[src/rtl/seg_pkg.sv]
// Shared seven-segment definitions: bit order, blank pattern and hex glyphs.
// All patterns are active-low; a 0 bit lights the segment.
package seg_pkg;

  typedef logic [6:0] seg_t;

  // Bit order of every seg_t: seg[6:0] = {g,f,e,d,c,b,a}
  typedef struct packed {
    logic g;
    logic f;
    logic e;
    logic d;
    logic c;
    logic b;
    logic a;
  } seg_bits_t;

  localparam seg_t SEG_OFF = 7'h7F;

  localparam seg_t GLYPH_0 = 7'h40;
  localparam seg_t GLYPH_1 = 7'h79;
  localparam seg_t GLYPH_2 = 7'h24;
  localparam seg_t GLYPH_3 = 7'h30;
  localparam seg_t GLYPH_4 = 7'h19;
  localparam seg_t GLYPH_5 = 7'h12;
  localparam seg_t GLYPH_6 = 7'h02;
  localparam seg_t GLYPH_7 = 7'h78;
  localparam seg_t GLYPH_8 = 7'h00;
  localparam seg_t GLYPH_9 = 7'h10;
  localparam seg_t GLYPH_A = 7'h08;
  localparam seg_t GLYPH_B = 7'h03;
  localparam seg_t GLYPH_C = 7'h46;
  localparam seg_t GLYPH_D = 7'h21;
  localparam seg_t GLYPH_E = 7'h06;
  localparam seg_t GLYPH_F = 7'h0E;

endpackage

[src/rtl/seg_scan_display_if.sv]
// Host-side bus of the scan display: display word, masks, load strobe and status.
// The host (master) drives data and load; the display (slave) returns busy and frame_tick.
interface seg_scan_display_if #(
  parameter int DIGITS = 8
);
  logic [4*DIGITS-1:0] data_in;
  logic                load;
  logic                blank_lz;
  logic [DIGITS-1:0]   dp_mask;
  logic [DIGITS-1:0]   blink_mask;
  logic                busy;
  logic                frame_tick;

  modport master (
    output data_in, load, blank_lz, dp_mask, blink_mask,
    input  busy, frame_tick
  );

  modport slave (
    input  data_in, load, blank_lz, dp_mask, blink_mask,
    output busy, frame_tick
  );
endinterface

[src/rtl/seg7_hex_decode.sv]
// Combinational hex nibble to active-low seven-segment glyph; zero latency, no flow control.
module seg7_hex_decode
  import seg_pkg::*;
(
  input  logic [3:0] nib,
  output seg_t       glyph
);

  always_comb begin
    glyph = SEG_OFF;
    case (nib)
      4'h0: glyph = GLYPH_0;
      4'h1: glyph = GLYPH_1;
      4'h2: glyph = GLYPH_2;
      4'h3: glyph = GLYPH_3;
      4'h4: glyph = GLYPH_4;
      4'h5: glyph = GLYPH_5;
      4'h6: glyph = GLYPH_6;
      4'h7: glyph = GLYPH_7;
      4'h8: glyph = GLYPH_8;
      4'h9: glyph = GLYPH_9;
      4'hA: glyph = GLYPH_A;
      4'hB: glyph = GLYPH_B;
      4'hC: glyph = GLYPH_C;
      4'hD: glyph = GLYPH_D;
      4'hE: glyph = GLYPH_E;
      4'hF: glyph = GLYPH_F;
      default: glyph = SEG_OFF;
    endcase
  end

endmodule

[src/rtl/seg_scan_display.sv]
// Multiplexed seven-segment driver with frame-synchronous double buffering, LZ blanking and blink.
// Pins lag the scan index by one cycle; loads are never refused, busy flags a pending frame swap.
module seg_scan_display
  import seg_pkg::*;
#(
  parameter int DIGITS    = 8,
  parameter int SCAN_DIV  = 100000,
  parameter int BLINK_DIV = 64
) (
  input  logic                clk,
  input  logic                rst,
  seg_scan_display_if.slave   host,
  output logic [DIGITS-1:0]   an,
  output seg_t                seg,
  output logic                dp
);

  localparam int PW = $clog2(SCAN_DIV);
  localparam int IW = $clog2(DIGITS);
  localparam int FW = (BLINK_DIV > 1) ? $clog2(BLINK_DIV) : 1;

  localparam logic [PW-1:0] PRE_LAST = PW'(SCAN_DIV - 1);
  localparam logic [IW-1:0] IDX_LAST = IW'(DIGITS - 1);
  localparam logic [FW-1:0] FRM_LAST = FW'(BLINK_DIV - 1);

  typedef struct packed {
    logic [4*DIGITS-1:0] dat;
    logic [DIGITS-1:0]   dpm;
    logic [DIGITS-1:0]   blk;
  } disp_buf_t;

  logic [PW-1:0] pre;
  logic [IW-1:0] idx;
  logic [FW-1:0] frm;
  logic          blink_phase;
  disp_buf_t     act_buf;
  disp_buf_t     pend_buf;
  logic          pend_vld;
  logic          tick_q;

  logic          boundary;
  logic [3:0]    cur_nib;
  logic          cur_dpm;
  logic          cur_blk;
  logic          zero_run;
  logic          zero_above;
  logic          blank;
  seg_t          cur_glyph;

  assign boundary        = (pre == PRE_LAST) && (idx == IDX_LAST);
  assign host.busy       = pend_vld;
  assign host.frame_tick = tick_q;

  // Walk from the top digit down so zero_above captures "all nibbles from the top to idx are 0".
  always_comb begin
    cur_nib    = 4'h0;
    cur_dpm    = 1'b0;
    cur_blk    = 1'b0;
    zero_run   = 1'b1;
    zero_above = 1'b0;
    for (int k = DIGITS - 1; k >= 0; k--) begin
      if (act_buf.dat[4*k +: 4] != 4'h0) zero_run = 1'b0;
      if (IW'(k) == idx) begin
        cur_nib    = act_buf.dat[4*k +: 4];
        cur_dpm    = act_buf.dpm[k];
        cur_blk    = act_buf.blk[k];
        zero_above = zero_run;
      end
    end
  end

  assign blank = (host.blank_lz && (idx != '0) && zero_above) || (cur_blk && blink_phase);

  seg7_hex_decode u_dec (
    .nib   (cur_nib),
    .glyph (cur_glyph)
  );

  always_ff @(posedge clk or negedge rst) begin
    if (!rst) begin
      pre         <= '0;
      idx         <= '0;
      frm         <= '0;
      blink_phase <= 1'b0;
      act_buf     <= '0;
      pend_buf    <= '0;
      pend_vld    <= 1'b0;
      tick_q      <= 1'b0;
      an          <= '1;
      seg         <= SEG_OFF;
      dp          <= 1'b1;
    end else begin
      if (pre == PRE_LAST) begin
        pre <= '0;
        idx <= (idx == IDX_LAST) ? '0 : idx + IW'(1);
      end else begin
        pre <= pre + PW'(1);
      end

      tick_q <= boundary;

      if (boundary) begin
        if (pend_vld) act_buf <= pend_buf;
        if (frm == FRM_LAST) begin
          frm         <= '0;
          blink_phase <= ~blink_phase;
        end else begin
          frm <= frm + FW'(1);
        end
      end

      // A load on the boundary cycle wins over the clear, so its data waits one more frame.
      if (host.load) begin
        pend_buf <= '{dat: host.data_in, dpm: host.dp_mask, blk: host.blink_mask};
        pend_vld <= 1'b1;
      end else if (boundary) begin
        pend_vld <= 1'b0;
      end

      an  <= ~(DIGITS'(1) << idx);
      seg <= blank ? SEG_OFF : cur_glyph;
      dp  <= blank | ~cur_dpm;
    end
  end

endmodule

[src/flat_wrapper.sv]
// flat-port wrapper written by rule: the top's interface ports become plain ports
module seg_scan_display_flat import seg_pkg::*;
#(
  parameter int DIGITS    = 8,
  parameter int SCAN_DIV  = 100000,
  parameter int BLINK_DIV = 64
)
  (clk, rst, an, seg, dp, host_data_in, host_load, host_blank_lz, host_dp_mask, host_blink_mask, host_busy, host_frame_tick);
  seg_scan_display_if #(.DIGITS(DIGITS)) host_i ();
  input  logic clk;
  input  logic rst;
  output logic [DIGITS-1:0] an;
  output seg_t seg;
  output logic dp;
  input wire logic [$bits(host_i.data_in)-1:0] host_data_in;
  input wire logic [$bits(host_i.load)-1:0] host_load;
  input wire logic [$bits(host_i.blank_lz)-1:0] host_blank_lz;
  input wire logic [$bits(host_i.dp_mask)-1:0] host_dp_mask;
  input wire logic [$bits(host_i.blink_mask)-1:0] host_blink_mask;
  output wire logic [$bits(host_i.busy)-1:0] host_busy;
  output wire logic [$bits(host_i.frame_tick)-1:0] host_frame_tick;
  assign host_i.data_in = host_data_in;
  assign host_i.load = host_load;
  assign host_i.blank_lz = host_blank_lz;
  assign host_i.dp_mask = host_dp_mask;
  assign host_i.blink_mask = host_blink_mask;
  assign host_busy = host_i.busy;
  assign host_frame_tick = host_i.frame_tick;
  seg_scan_display #(.DIGITS(DIGITS), .SCAN_DIV(SCAN_DIV), .BLINK_DIV(BLINK_DIV)) u_core (.clk(clk), .rst(rst), .host(host_i), .an(an), .seg(seg), .dp(dp));
endmodule
[config.mk]
export PLATFORM = sky130hd
export DESIGN_NAME = seg_scan_display_flat
export DESIGN_NICKNAME = d
export VERILOG_FILES = /design/src/rtl/seg_pkg.sv /design/src/rtl/seg_scan_display_if.sv /design/src/rtl/seg7_hex_decode.sv /design/src/rtl/seg_scan_display.sv /design/src/flat_wrapper.sv
export SDC_FILE = /design/constraint.sdc
export NUM_CORES = 1
export LEC_CHECK = 0
export CORE_ASPECT_RATIO = 1.75
export CORE_MARGIN = 5
export CORE_UTILIZATION = 51
export DETAILED_ROUTE_END_ITERATION = 10
export PLACE_DENSITY = 0.74
export SETUP_SLACK_MARGIN = 0.1
export SYNTH_ARGS = -nofsm -noshare
export SYNTH_HDL_FRONTEND = slang
export SYNTH_HIERARCHICAL = 1
export SYNTH_SLANG_ARGS = --single-unit
[constraint.sdc]
create_clock -name clk -period 3.6 [get_ports clk]
set_input_delay 0.9 -clock clk [delete_from_list [all_inputs] [get_ports clk]]
set_output_delay 0.9 -clock clk [all_outputs]
set_load 0.01 [all_outputs]
# Word level (Yosys, flattened, before mapping)
# Memory sizes are Yosys's and may differ from the RTL's.
# Index checks and enable logic that the tools add are counted.
# classes
addsub	3
mul	0
div	0
n_lt_le_gt_ge	0
eq_ne	10
n_shift	1
mux	46
bitwise	4
reduce_logical	18
# ops
op	count
1-bit 2-to-1 mux	34
4-bit 2-to-1 mux	8
4-bit nonzero test	8
17-bit by 1-bit adder with 17-bit output (second input constant)	1
17-bit == test (second input constant)	1
17-bit 2-to-1 mux	1
3-bit == test (first input constant)	4
8-bit NOT	1
1-bit by 3-bit left shift with 8-bit output (first input constant)	1
7-bit 2-to-1 mux	1
6-bit by 1-bit adder with 6-bit output (second input constant)	1
2-bit by 3-bit == test with 1-bit output (first input constant)	2
6-bit == test (second input constant)	1
6-bit 2-to-1 mux	1
1-bit logical AND	4
2-bit AND reduction	2
3-bit by 1-bit adder with 3-bit output (second input constant)	1
1-bit by 3-bit == test with 1-bit output (first input constant)	1
3-bit == test (second input constant)	1
3-bit zero test	1
3-bit 2-to-1 mux	1
3-bit nonzero test	1
1-bit NOT	2
2-bit nonzero test	1
other kinds (2)	2
# word_totals
reg_bits	141
latchBits	0
ramBits	0
rom_bits	112
output_inout_bits	18
wordCells	98
n_memories	1
# mem_list
name	depth	word_bits	rd	rd_clocked_by_memory_dff	wr	line	text
(no name shown)	16	7	1	0	0	seg7_hex_decode.sv:11	case (nib)

# Logic depth before layout (Yosys ltp)
# Gate-level depths: netlist (run 1).
# logic_depth
depth_word	13
mapped_depth	16
ltp_nobuf	15

# Cells and area by module
# The synthesis (run 1) kept the hierarchy.
# modules_own_cells
module	instances	cells_each	area_each_um2
seg_scan_display	1	473	6103.4
seg7_hex_decode	1	32	275.3

# Worst setup path before layout (run 1)
# Ideal clock, no wire load.
# synth_path
kind	register to register
start	reg u_core.idx[2]
end	reg u_core.seg[3]
setup_ns	0.090
arrival_time_ns	3.378
path_slack_ns	0.132
path_stages_with_launch	14
period_less_slack_ns	3.468
cell_sequence	dfrtp_1 -> clkbuf_1 -> clkbuf_1 -> inv_1 -> ha_1 -> clkbuf_1 -> inv_1 -> o221ai_1 -> o31ai_1 -> inv_1 -> ha_1 -> inv_1 -> mux4_1 -> nand3b_1
# synth_lines
item	line	text
start: declaration	seg_scan_display.sv:33	logic [IW-1:0] idx;
start signal: assignment	seg_scan_display.sv:95	idx <= (idx == IDX_LAST) ? '0 : idx + IW'(1);
3-bit == test	seg_scan_display.sv:63	if (IW'(k) == idx) begin
4-bit 2-to-1 mux (7 in series)	seg_scan_display.sv:63	
4-bit 2-to-1 mux (*)	seg_scan_display.sv:63	
via u_core.cur_nib[0]	seg_scan_display.sv:42	logic [3:0] cur_nib;
memory 16 x 7 bit (*)	n/a	
via u_core.cur_glyph[3]	seg_scan_display.sv:48	seg_t cur_glyph;
7-bit 2-to-1 mux (*)	seg_scan_display.sv:121	seg <= blank ? SEG_OFF : cur_glyph;
end signal: assignment	seg_scan_display.sv:121	
end: declaration	seg_scan_display.sv:14	output seg_t seg,
# The timed path passes the listed nets; every way through them passes the cells marked *.
# A chain may end at the register's enable or synchronous reset.

# Worst setup path in the final report (run 1)
# layout_path
start	reg u_core.idx[0]
end	reg u_core.seg[3]
# Same word-level chain as after synthesis.

==> flow_summary.toml, run 1 <==
[critical_path]
reg2reg_depth = 12
cp_data_arrival_time_ns = 3.58
worstSetupStartpointType = "flip-flop"
crit_path_max_incr_delay_ns = 0.48
path_common_cell = "inv_1"
cp.depth = 12
crit_buf_inv = 3
crit_path_end_kind = "flip-flop"
path_cells = "inv_1 -> ha_2 -> and3_1 -> a31oi_1 -> a221oi_1 -> o221ai_1 -> a21oi_2 -> inv_1 -> ha_1 -> inv_1 -> mux4_1 -> nand3b_1"
crit_type = "reg2reg"
critical_path_peak_fanout = 11
cp_top_family = "compound AO/OA/AOI/OAI gates"
required_ns = 3.92
cp_slowest_cell = "mux4_1"

[power_and_ir_drop]
peakVddDrop_mv = 0.3605
leakagePower_uw = 0.003528
p_per_area_nw_per_um2 = 450.3

[cts]
cts_tree = "yes"
cts.path.max_buffers = 2
htreeDepth = 4
cts_root_buffer = "clkbuf_16"
clock_latency_ns = 0.41
clk_pin_slew_ns = 0.06
cts_buffers = 17
clock-sinks = 141

[drt]
ant_nets = 0
drcViolationCount = 0
dr.pass1.iters = 4
wire_per_inst_um = 17.50
vias = 4190
drt-total-wl_mm = 13.35
via_per_inst = 5.491
first_iter_violations = 294

[sta]
hold_ws_ns = 0.4844
worst_pin_slew_ns = 0.7417
min_period_ns = 3.266
hold_viol = 0
grt_setup_unrepaired = "no"
fmax_ghz = 0.3062
finalCritPeriodShare_pct = 90.73
clock_skew_ns = 0.007690
slew_violations = 0
timing.slew.headroom_pct = 50.55
tns_ns = 0
setup_viol = 0

[yosys]
seq_area_frac_synth_pct = 55.63
synthFlopType = "dfrtp_1"
synth_edf_count = 0
synth_warnings = 6
ys_seq_elements = 141
synth.distinct_cells = 56
syn_inst = 505
syn-num-nets = 572
yosys.area.top_type = "dfrtp_1"
synth.area.top_cells = "dfrtp_1, mux2_2, dfstp_2, mux2_4, ha_1"
ys_async_sr_fraction_pct = 100.0
syn_area_um2 = 6379
synth.avg_cell_area_um2 = 12.63
synth.top_cell.area_share_pct = 49.04

[floorplanning]
core_area_um2 = 12360
io_pins = 70
die_h_um = 157.9
die_x_um = 94.54
start_util_pct = 51.59
die-area_um2 = 14930
fp-row-count = 54

[place]
port-buffer-count = 69
routabilityCongestion = 0.8673
dp_hpwl_mm = 9.506
placed_area_um2 = 7264

[global_routing]
overflow = 0
met1_usage_pct = 22.82
grtUsageMet3_pct = 4.945
grt_max_degree = 73
grt_first_pass_wirelength_mm = 22.53
grt_pass1_vias = 4451
antenna_found_initial = 0
use_met2_pct = 34.76
grt_use_total_pct = 19.70
busiest_layer = "met2"

[layout]
diodes = 0
fin_area_um2 = 7863
areaGrowthSynthToFinish_pct = 23.26
layout-drive-gt1-share_pct = 28.07
post-route-util_pct = 63.59
layout.nets = 649

[run]
cap_violations = 0

[min_path]
hold_path_class = "reg2reg"
min_path_cells = 1

[outcome]
outcome = "completed"
==> path summary, 6_finish.rpt <==
| kind | to | slack [ns] | startpoint |
|---|---|---|---|
| worst max-delay path | u_core/seg[3] | 0.33 | u_core/idx[0] |
| worst min-delay path | u_core/frm[4] | 0.48 | u_core/frm[4] |
| worst max register to register | u_core/seg[3] | 0.33 | u_core/idx[0] |
| worst min register to register | u_core/frm[4] | 0.48 | u_core/frm[4] |
| max in group asynchronous | u_core/an[0] | 2.29 | rst |
| min in group asynchronous | u_core/pend_buf[38] | 0.49 | rst |
==> Yosys cell counts (all sizes together), types with 2 or more instances <==
library cell / count
dfrtp: 125
mux2: 97
nand2: 32
nor2: 29
nand3: 21
a21oi: 19
o21ai: 19
dfstp: 16
ha: 15
clkbuf: 14
inv: 12
buf: 9
xor2: 9
nor4: 8
nand3b: 7
xnor2: 7
nand4: 6
mux2i: 5
o31ai: 5
nor2b: 4
o211ai: 4
a31oi: 3
a32oi: 3
and3: 3
o221ai: 3
or3: 3
a221oi: 2
a22o: 2
clkinv: 2
==> worst register-to-register path, stage by stage, from the launching register on <==
cell and delay (ns):
dfrtp_1 0.40, inv_1 0.13, ha_2 0.32, and3_1 0.19
a31oi_1 0.04, a221oi_1 0.40, o221ai_1 0.25, a21oi_2 0.28
inv_1 0.16, ha_1 0.31, inv_1 0.05, mux4_1 0.48
nand3b_1 0.17
==> stage by stage <==
step	setup WS [ns]	instances	total power, uW
6_report	0.3338	763	3540
5_1_grt	0.1330	763	3671
4_1_cts	0.1535	763	3582
3_5_place_dp	0.1307	731	1862
3_3_place_gp	0.3295	731	1853
2_1_floorplan	0.1324	505	1752
==> placed cells by master, fill, tap and decap left out, drive strengths merged, types with 4 or more instances in the layout <==
cell type / count
clkinv: 7
mux2: 97
dfstp: 16
nand3: 21
o21ai: 19
dfrtp: 125
xor2: 9
clkdlybuf4s50: 67
nand4: 6
clkbuf: 22
nand3b: 7
xnor2: 7
nand2: 32
ha: 15
a21oi: 19
nor2: 29
mux2i: 5
o31ai: 5
buf: 14
o211ai: 4
nor2b: 4
nor4: 8
inv: 12
==> registers in the layout (all words and copies together), names as in the netlist <==
name	cells
u_core/pre	17
u_core/an	8
u_core/host.busy	1
u_core/seg	7
u_core/frm	6
u_core/idx	3
u_core/blink_phase	1
u_core/act_buf	48
u_core/dp	1
u_core/pend_buf	48
u_core/host.frame_tick	1
==> power breakdown <==
part           internal (uW)  switching, uW  leakage [uW]
clock network           1070            638      0.000282
logic                   98.8           59.2       0.00146
registers               1640           31.2       0.00178
total                   2810            728       0.00353
==> layer usage <==
metal  vias up  routed length [um]  part of all wire [%]
li1       1966                   -                     -
met1      2092                5236                    39
met2       102                7241                    54
met3        30                 519                   3.9
met4         0                 357                   2.7
met5         -                   0                     0
==> repair_timing <==
action                                  CTS  global route
gates resized for setup                   1             2
hold buffers                              0             0
endpoints found under the setup margin    1             4
setup buffers                             0             0
pin swaps                                 0             0
==> final cells by class <==
class	count	area, um2
multi-input cells	327	2673
well taps	168	210.2
flip-flops and latches	141	3548
clock inverters	10	115.1
fillers	971	4502
clock buffers	22	474.2
inverters	14	52.55
repair buffers	81	789.5
==> kinds of logic (layout without fill, tap and decap cells) <==
logic type                 Yosys count  in the layout  synth area share (%)
adders and majority gates           15             15                 2.942
buffers and inverters               37            127                 2.609
and+or+nand+nor                    123            123                 10.10
muxes                              103            103                 19.50
DFF                                141            141                 55.63
xor gates and xnor gates            16             16                 2.197
AOI/OAI and AO/OA                   70             70                 7.023
Power figures use the tool's default switching activity.
==> inputs of run 2 (changes only) <==
==> constraint.sdc (replaced) <==
create_clock -name clk -period 3.6 [get_ports clk]
set_input_delay 0.9 -clock clk [delete_from_list [all_inputs] [get_ports clk]]
set_output_delay 0.9 -clock clk [all_outputs]
set_load 0.005 [all_outputs]
==> results of run 2 <==
Final layout, timing and power as in run 1 (identical DEF).
